File: src/rtl/majority_voter_tmr_monitor_if.sv
// Beat-level handshake bundle between redundant lanes, the voter and its consumer.
interface majority_voter_tmr_monitor_if #(
  parameter int unsigned INPUT_WIDTH = 8,
  parameter int unsigned NUM_INPUTS  = 3
);
  logic                              in_valid;
  logic                              in_ready;
  logic [NUM_INPUTS*INPUT_WIDTH-1:0] in_data;
  logic                              out_valid;
  logic                              out_ready;
  logic [INPUT_WIDTH-1:0]            out_data;
  logic                              out_majority;
  logic [NUM_INPUTS-1:0]             out_disagree;

  modport master (
    output in_valid, in_data, out_ready,
    input  in_ready, out_valid, out_data, out_majority, out_disagree
  );

  modport slave (
    input  in_valid, in_data, out_ready,
    output in_ready, out_valid, out_data, out_majority, out_disagree
  );
endinterface

File: src/rtl/majority_voter_tmr_monitor.sv
// Registered N-way majority voter with per-channel miscompare streak tracking and isolation.
module majority_voter_tmr_monitor #(
  parameter int unsigned INPUT_WIDTH     = 8,
  parameter int unsigned NUM_INPUTS      = 3,
  parameter int unsigned MAJORITY_LEVEL  = NUM_INPUTS / 2 + 1,
  parameter int unsigned FAULT_THRESHOLD = 4,
  parameter int unsigned CNT_WIDTH       = 8
) (
  input  logic                        clk,
  input  logic                        rst,
  majority_voter_tmr_monitor_if.slave bus,
  input  logic [NUM_INPUTS-1:0]       chan_enable,
  input  logic                        clear_faults,
  output logic [NUM_INPUTS-1:0]       fault,
  output logic [CNT_WIDTH-1:0]        nomaj_count
);
  localparam int unsigned VOTE_W   = $clog2(NUM_INPUTS + 1);
  localparam int unsigned STREAK_W = $clog2(FAULT_THRESHOLD + 1);

  typedef enum logic [1:0] {ST_OK, ST_SUSPECT, ST_FAILED} health_e;

  health_e                state  [NUM_INPUTS];
  logic [STREAK_W-1:0]    streak [NUM_INPUTS];
  logic [INPUT_WIDTH-1:0] ch     [NUM_INPUTS];
  logic [NUM_INPUTS-1:0]  active;
  logic [NUM_INPUTS-1:0]  disagree;
  logic [INPUT_WIDTH-1:0] voted;
  logic                   majority;
  logic [VOTE_W-1:0]      votes;
  logic                   accept;

  assign bus.in_ready = !bus.out_valid || bus.out_ready;
  assign accept       = bus.in_valid && bus.in_ready;
  assign active       = chan_enable & ~fault;

  // Lowest-index active channel whose value reaches the majority level wins.
  always_comb begin
    majority = 1'b0;
    voted    = '0;
    disagree = '0;
    votes    = '0;
    for (int i = 0; i < NUM_INPUTS; i++) begin
      ch[i] = bus.in_data[i*INPUT_WIDTH +: INPUT_WIDTH];
    end
    for (int i = 0; i < NUM_INPUTS; i++) begin
      votes = '0;
      for (int j = 0; j < NUM_INPUTS; j++) begin
        if (active[j] && (ch[j] == ch[i])) votes = votes + VOTE_W'(1);
      end
      if (!majority && active[i] && (votes >= VOTE_W'(MAJORITY_LEVEL))) begin
        majority = 1'b1;
        voted    = ch[i];
      end
    end
    for (int i = 0; i < NUM_INPUTS; i++) begin
      disagree[i] = majority && active[i] && (ch[i] != voted);
    end
  end

  // Output register and no-majority counter; fields hold while stalled.
  always_ff @(posedge clk) begin
    if (rst) begin
      bus.out_valid    <= 1'b0;
      bus.out_data     <= '0;
      bus.out_majority <= 1'b0;
      bus.out_disagree <= '0;
      nomaj_count      <= '0;
    end else if (accept) begin
      bus.out_valid    <= 1'b1;
      bus.out_data     <= voted;
      bus.out_majority <= majority;
      bus.out_disagree <= disagree;
      if (!majority && (nomaj_count != {CNT_WIDTH{1'b1}})) begin
        nomaj_count <= nomaj_count + CNT_WIDTH'(1);
      end
    end else if (bus.out_ready) begin
      bus.out_valid <= 1'b0;
    end
  end

  // Per-channel health FSM; clear_faults wins over the same beat's streak update.
  always_ff @(posedge clk) begin
    if (rst || clear_faults) begin
      fault <= '0;
      for (int i = 0; i < NUM_INPUTS; i++) begin
        state[i]  <= ST_OK;
        streak[i] <= '0;
      end
    end else if (accept && majority) begin
      for (int i = 0; i < NUM_INPUTS; i++) begin
        case (state[i])
          ST_OK, ST_SUSPECT: begin
            if (active[i]) begin
              if (disagree[i]) begin
                streak[i] <= streak[i] + STREAK_W'(1);
                if (streak[i] == STREAK_W'(FAULT_THRESHOLD - 1)) begin
                  state[i] <= ST_FAILED;
                  fault[i] <= 1'b1;
                end else begin
                  state[i] <= ST_SUSPECT;
                end
              end else begin
                streak[i] <= '0;
                state[i]  <= ST_OK;
              end
            end
          end
          default: ;
        endcase
      end
    end
  end
endmodule

File: src/flat_wrapper.sv
// flat-port wrapper written by rule: the top's interface ports become plain ports
module majority_voter_tmr_monitor_flat 
#(
  parameter int unsigned INPUT_WIDTH     = 8,
  parameter int unsigned NUM_INPUTS      = 3,
  parameter int unsigned MAJORITY_LEVEL  = NUM_INPUTS / 2 + 1,
  parameter int unsigned FAULT_THRESHOLD = 4,
  parameter int unsigned CNT_WIDTH       = 8
)
  (clk, rst, chan_enable, clear_faults, fault, nomaj_count, bus_in_valid, bus_in_data, bus_out_ready, bus_in_ready, bus_out_valid, bus_out_data, bus_out_majority, bus_out_disagree);
  majority_voter_tmr_monitor_if #(.INPUT_WIDTH(INPUT_WIDTH), .NUM_INPUTS(NUM_INPUTS)) bus_i ();
  input  logic clk;
  input  logic rst;
  input  logic [NUM_INPUTS-1:0] chan_enable;
  input  logic clear_faults;
  output logic [NUM_INPUTS-1:0] fault;
  output logic [CNT_WIDTH-1:0] nomaj_count;
  input wire logic [$bits(bus_i.in_valid)-1:0] bus_in_valid;
  input wire logic [$bits(bus_i.in_data)-1:0] bus_in_data;
  input wire logic [$bits(bus_i.out_ready)-1:0] bus_out_ready;
  output wire logic [$bits(bus_i.in_ready)-1:0] bus_in_ready;
  output wire logic [$bits(bus_i.out_valid)-1:0] bus_out_valid;
  output wire logic [$bits(bus_i.out_data)-1:0] bus_out_data;
  output wire logic [$bits(bus_i.out_majority)-1:0] bus_out_majority;
  output wire logic [$bits(bus_i.out_disagree)-1:0] bus_out_disagree;
  assign bus_i.in_valid = bus_in_valid;
  assign bus_i.in_data = bus_in_data;
  assign bus_i.out_ready = bus_out_ready;
  assign bus_in_ready = bus_i.in_ready;
  assign bus_out_valid = bus_i.out_valid;
  assign bus_out_data = bus_i.out_data;
  assign bus_out_majority = bus_i.out_majority;
  assign bus_out_disagree = bus_i.out_disagree;
  majority_voter_tmr_monitor #(.INPUT_WIDTH(INPUT_WIDTH), .NUM_INPUTS(NUM_INPUTS), .MAJORITY_LEVEL(MAJORITY_LEVEL), .FAULT_THRESHOLD(FAULT_THRESHOLD), .CNT_WIDTH(CNT_WIDTH)) u_core (.clk(clk), .rst(rst), .bus(bus_i), .chan_enable(chan_enable), .clear_faults(clear_faults), .fault(fault), .nomaj_count(nomaj_count));
endmodule
File: config.mk
export PLATFORM = sky130hd
export DESIGN_NAME = majority_voter_tmr_monitor_flat
export DESIGN_NICKNAME = d
export VERILOG_FILES = /design/src/rtl/majority_voter_tmr_monitor_if.sv /design/src/rtl/majority_voter_tmr_monitor.sv /design/src/flat_wrapper.sv
export SDC_FILE = /design/constraint.sdc
export NUM_CORES = 1
export LEC_CHECK = 0
export ABC_AREA = 1
export CORE_MARGIN = 1
export CORE_UTILIZATION = 29
export CTS_BUF_LIST = sky130_fd_sc_hd__clkbuf_8
export CTS_CLUSTER_SIZE = 30
export DETAILED_ROUTE_END_ITERATION = 12
export PLACE_DENSITY = 0.61
export SLEW_MARGIN = 5
export SYNTH_ARGS = -nofsm -noshare
export SYNTH_HDL_FRONTEND = slang
export SYNTH_SLANG_ARGS = --single-unit
File: constraint.sdc
create_clock -name clk -period 2.3 [get_ports clk]
set_clock_uncertainty 0.1 [all_clocks]
set_input_delay 0.46 -clock clk [delete_from_list [all_inputs] [get_ports clk]]
set_output_delay 0.46 -clock clk [all_outputs]
set_load 0.05 [all_outputs]
# Word level (Yosys, flattened, before mapping)
# Memory sizes are Yosys's and may differ from the RTL's.
# Cells that the tools add are included.
# classes
bitwise_logic	17
eq_ne	16
reduce_logical	37
n_addsub	10
n_mux	112
n_lt_le_gt_ge	3
# op_table
op	n
$mux W1	88
$eq A8 B8 Y1	6
$mux W2	15
$mux W8	3
$ne A8 B8 Y1	3
$logic_and A1 B1 Y1	20
$mux W3	6
$or A1 B1 Y1	15
$reduce_and A5 Y1	3
$add A3 B1 Y3 const B	3
$eq A3 B2 Y1 const B	3
$add A2 B1 Y2 const B	4
$add A8 B1 Y8 const B	1
$ne A8 B8 Y1 const B	1
$eq A2 B1 Y1 const B	3
$ge A2 B2 Y1 const B	3
$logic_not A2 Y1	3
$reduce_or A2 Y1	3
$add A1 B1 Y2 const B	2
$logic_not A1 Y1	4
$and A3 B3 Y3	1
$not A3 Y3	1
$logic_or A1 B1 Y1	2
$reduce_and A2 Y1	1
$reduce_bool A2 Y1	1
# totals
wordCells	205
input_bits	32
register_bits	24
ram_bits	15
n_memories	2
output_inout_bits	25
# mem_list
memory	words	width	rd	rd_ports_with_merged_regs	write_ports	line_no	text
u_core.streak	3	3	3	0	3	majority_voter_tmr_monitor.sv:23	logic [STREAK_W-1:0] streak [NUM_INPUTS];
u_core.state	3	2	3	0	3	majority_voter_tmr_monitor.sv:22	health_e state [NUM_INPUTS];

# Longest topological paths before layout
# depth
word_depth	29
depth_mapped	20
depth_no_buf	20

# Least setup slack after synthesis
# OpenSTA, ideal clock, no wires.
# synth_timing
path_type	register -> register
from	register u_core.bus.out_valid
to	memory u_core.streak[0][0] (netlist bit), data pin
stages_incl_launch_ff	12
t_required_ps	1947
path_buffers	0
arrival_time_ps	2257
setup_ps	253
synth_period_minus_slack_ps	2610
slack_ps	-310
cell_sequence	dfxtp_1 -> nand2_1 -> nand2_1 -> clkinv_1 -> nand2_4 -> nor2_4 -> nand2_1 -> nand2_1 -> inv_1 -> nand2_1 -> nand2_1 -> nor2_1
# synth_lines
element	line_no	text
from (decl)	majority_voter_tmr_monitor_if.sv:22	output in_ready, out_valid, out_data, out_majority, out_disagree
from (signal assigned)	majority_voter_tmr_monitor.sv:63	bus.out_valid <= 1'b0;
from (signal assigned)	majority_voter_tmr_monitor.sv:69	bus.out_valid <= 1'b1;
from (signal assigned)	majority_voter_tmr_monitor.sv:77	bus.out_valid <= 1'b0;
to (decl)	majority_voter_tmr_monitor.sv:23	

==> run summary <==
- **status** finished with violations
- **violated checks** setup timing
- **highest net fanout along the worst path** 5
- **Hold/Removal Path Class** reg -> reg
- **Lkg Pwr** 2.19 nW
- **RSZ-0062 raised after global routing** true
- **Global Route met1 Usage** 0.262
- **Most common cell on crit path** sky130_fd_sc_hd__nand2_2
- **Post-Syn Nets** 445
- **worst endpoint data arrival time** 2470 ps
- **critical register-to-register path endpoint** u_core.streak[1][0]
- **hold depth** 1
- **antenna cell count** 0
- **combined area of the multi-input logic cells** 1840 um^2
- **die extent in y** 96.1 um
- **flip-flop and latch count after synthesis** 36
- **mapped cell area** 2570 um^2
- **Fin. Hold Viols** 0
- **core footprint** 8380 um^2
- **TritonCTS Buffers** 5
- **post-DR wirelength/cell** 13.1 um
- **wire length of the first global-routing pass** 14.3 mm
- **initial antenna violation count** 0
- **register area share after synthesis** 0.312
- **via count** 3232
- **Register Area** 813 um^2
- **critical path class** in -> reg
- **top post-synthesis cells by area** sky130_fd_sc_hd__dfxtp_1, sky130_fd_sc_hd__nand2_1, sky130_fd_sc_hd__edfxtp_1
- **Mapped Cells** 406
- **Post-synth top flop** sky130_fd_sc_hd__dfxtp_1
- **Overflow after GRT** 0
- **starting density of the core** 0.307
- **maximum frequency from static timing analysis** 394 MHz
- **peak supply drop** 0.000315 V
- **number of search-and-repair iterations in the first detailed-routing pass** 5
- **area of the die** 9240 um^2
- **Final #Nets** 622
- **Worst-Margin Slew** 525 ps
- **vias per cell** 4.69
- **area post-placement** 3870 um^2
- **number of flops mapped to enable cells by yosys** 8
- **time the worst path needs with I/O delays and setup** 2540 ps
- **Boundary Pins** 57
- **all-layer global routing usage** 0.202
- **endpoint with the worst hold slack** u_core.streak[2][0]
- **share of cells above drive strength 1** 0.445
- **start point of the worst min-delay path** u_core.streak[2][0]
- **series of cell instances along the critical path** dlygate4sd2_1 -> nand2_4 -> inv_2 -> o21ai_2 -> a21oi_2 -> nand3_4 -> buf_6 -> nand4_1 -> nand3_1 -> nand2_1 -> nand2_2 -> nor2_4 -> nand2_2 -> nand2_2 -> nand2_2 -> o21ai_2 -> nor2_1
- **r2r startpoint** u_core.fault[0]
- **final-layout fill cell count** 802
- **routability-driven placement congestion ratio** 0.893
- **Max stage delay on crit path** 240 ps
- **slack of the worst reg-to-reg path** -210 ps
- **num rows** 33
- **endpoints failing setup** 25
- **drt drc** 0
- **kind of capture point of the worst setup path** register
- **post-route clock period utilization** 1.10
- **yosys synthesis warning count** 0
- **fraction of registers with async set or reset after synthesis** 0
- **buffers added on ports** 56
- **ANT nets after route** 0
- **FF-to-FF path depth** 17
- **Required @ worst endpoint** 2240 ps
- **Root Buffer** sky130_fd_sc_hd__clkbuf_8
- **number of pins exceeding their max-slew limit in the final report** 0
- **number of different library cells in the post-synthesis netlist** 33
- **global-route layer with the greatest usage** met2
- **type of origin of the critical path** primary input
- **number of buffer and inverter stages on the critical path** 3
- **cell depth of the worst setup path** 17
- **Setup WS post-layout** -235 ps
- **portion of synthesized cell area occupied by the leading cell type** 0.218
- **post-CTS clock slew at the launch and capture registers of the worst setup and hold paths** 70 ps
- **Avg Inst Size Synth** 6.33 um^2
- **H-tree levels** 2
- **reported max-cap violation count** 0
- **Area growth, synth to finish** 76.6%
- **clock tree from TritonCTS** done
- **Post-CTS Hold Fix Bufs** 0
- **largest area contributor in the netlist** sky130_fd_sc_hd__dfxtp_1
- **pin count of the biggest net entering global routing** 16
- **Slew headroom** 0.649
- **violation count after the first detailed-routing iteration** 215
- **insertion delay to the later sink of the worst-skew pair** 290 ps
- **sum of routed wire length over all layers** 9.01 mm
- **met3 layer usage reported by global route** 0.0482
- **worst slack, placed** -956 ps
- **met2 routing resource usage after global routing** 0.337
- **Worst path slowest cell** sky130_fd_sc_hd__dlygate4sd2_1
- **maximum buffer depth of the clock tree** 2
- **number of global-route vias before repair** 3173
- **total power density per cell area** 374 nW/um^2
- **clk sink count** 36
- **Top delay family on crit path** simple AND/OR/NAND/NOR gates
- **horizontal die dimension** 96.1 um
- **post-layout instance area** 4540 um^2
- **HPWL after detailed placement** 6.53 mm
==> worst max path at each step <==
| stage | from | end | slack [ps] |
|---|---|---|---|
| floorplan | chan_enable[0] | u_core.streak[0][0] | 2 |
| global placement | bus_in_data[12] | u_core.streak[0][2] | -930 |
| detailed placement | bus_in_data[12] | u_core.streak[0][0] | -960 |
| CTS | u_core.fault[1] | u_core.streak[1][1] | -120 |
| global route | u_core.fault[0] | u_core.streak[1][1] | -370 |
| finish | chan_enable[0] | u_core.streak[1][0] | -240 |
==> cell usage after synthesis, drive strengths merged (3+ instances only) <==
library cell and instances:
edfxtp 8, clkbuf 4, a21oi 15, clkinv 3, inv 66, nand2 121, dfxtp 28, o21ai 26
nor2 62, nor3 9, nand4 17, o22ai 3, xnor2 3, nand3 29, ha 7
==> logic make-up after synthesis <==
logic type / count (synthesis) / synth area share
and+or+nand+nor: 240 / 0.434
DFF: 36 / 0.312
adders and majority gates: 7 / 0.0341
buffers and inverters: 73 / 0.109
xor gates and xnor gates: 5 / 0.0170
AOI/OAI and AO/OA: 45 / 0.0949
==> stage by stage <==
stage	utilization	cells	power, mW	TNS (ps)	hold WS, ps
6_report	0.541	689	1.70	-2800	365
5_1_grt	0.541	689	1.78	-6040	380
4_1_cts	0.525	685	1.69	-814	368
3_5_place_dp	0.462	643	1.10	-26430	350
3_3_place_gp	0.462	643	1.10	-25960	348
2_1_floorplan	-	406	0.882	0	332
==> final cells by class <==
type                    count  area share
well taps                 105      0.0289
multi-input cells         301       0.406
flip-flops and latches     36       0.179
clock inverters             3     0.00855
inverters                  69      0.0604
clock buffers               5      0.0152
repair buffers            170       0.302
==> sequential cells by signal (all words and copies together) (netlist names) <==
| name | count |
|---|---|
| u_core.bus.out_disagree | 3 |
| u_core.fault | 3 |
| u_core.state | 3 |
| u_core.bus.out_majority | 1 |
| u_core.nomaj_count | 8 |
| u_core.bus.out_data | 8 |
| u_core.streak | 9 |
| u_core.bus.out_valid | 1 |
==> routing by layer <==
layer,vias to the layer above,wire length (um)
met5,-,0
met4,0,91
met3,12,701
met2,112,4230
met1,1448,3990
li1,1660,-
==> report_power, final <==
part	total [mW]	switching, mW	internal (mW)	leakage, nW
sequential	0.674	0.0123	0.661	0.320
clock	0.545	0.228	0.317	0.0593
combinational	0.478	0.273	0.204	1.81
total	1.70	0.513	1.18	2.19
==> worst register-to-register path, stage by stage (launching register included) <==
cell,delay (ps)
sky130_fd_sc_hd__dfxtp_4,350
sky130_fd_sc_hd__inv_4,50
sky130_fd_sc_hd__nand2_4,60
sky130_fd_sc_hd__inv_2,70
sky130_fd_sc_hd__o21ai_2,60
sky130_fd_sc_hd__a21oi_2,190
sky130_fd_sc_hd__nand3_4,210
sky130_fd_sc_hd__buf_6,180
sky130_fd_sc_hd__nand4_1,140
sky130_fd_sc_hd__nand3_1,120
sky130_fd_sc_hd__nand2_1,110
sky130_fd_sc_hd__nand2_2,100
sky130_fd_sc_hd__nor2_4,120
sky130_fd_sc_hd__nand2_2,80
sky130_fd_sc_hd__nand2_2,90
sky130_fd_sc_hd__nand2_2,70
sky130_fd_sc_hd__o21ai_2,80
sky130_fd_sc_hd__nor2_1,60
==> placed cells by master, fill, tap and decap left out, types with 3 or more instances in the layout <==
master                            count
sky130_fd_sc_hd__a21oi_1              8
sky130_fd_sc_hd__buf_4              105
sky130_fd_sc_hd__inv_1               38
sky130_fd_sc_hd__clkdlybuf4s50_1     28
sky130_fd_sc_hd__clkbuf_8             5
sky130_fd_sc_hd__nor2_1              43
sky130_fd_sc_hd__buf_2               19
sky130_fd_sc_hd__nand2_2             23
sky130_fd_sc_hd__ha_1                 7
sky130_fd_sc_hd__nand3_4              5
sky130_fd_sc_hd__dfxtp_4              3
sky130_fd_sc_hd__clkdlybuf4s15_2      5
sky130_fd_sc_hd__a21oi_2              7
sky130_fd_sc_hd__o21ai_0             16
sky130_fd_sc_hd__nor2_4              14
sky130_fd_sc_hd__nand2_4              7
sky130_fd_sc_hd__nor3_1               5
sky130_fd_sc_hd__o21ai_2              3
sky130_fd_sc_hd__o21ai_1              5
sky130_fd_sc_hd__nand3_1             20
sky130_fd_sc_hd__buf_6                9
sky130_fd_sc_hd__clkinv_1             3
sky130_fd_sc_hd__nand3_2              6
sky130_fd_sc_hd__edfxtp_1             8
sky130_fd_sc_hd__nand4_1             17
sky130_fd_sc_hd__dfxtp_1             24
sky130_fd_sc_hd__o22ai_1              3
sky130_fd_sc_hd__inv_2               25
sky130_fd_sc_hd__inv_4                3
sky130_fd_sc_hd__nand2_1             90
sky130_fd_sc_hd__nor2_2               6
==> repair_timing <==
item | CTS | global route
resized for setup | 174 | 32
pin swaps | 54 | 22
gates cloned | 4 | 0
endpoints found under the setup margin | 34 | 31
setup buffers | 30 | 4
Note: power is estimated with default switching activity, not from simulation.
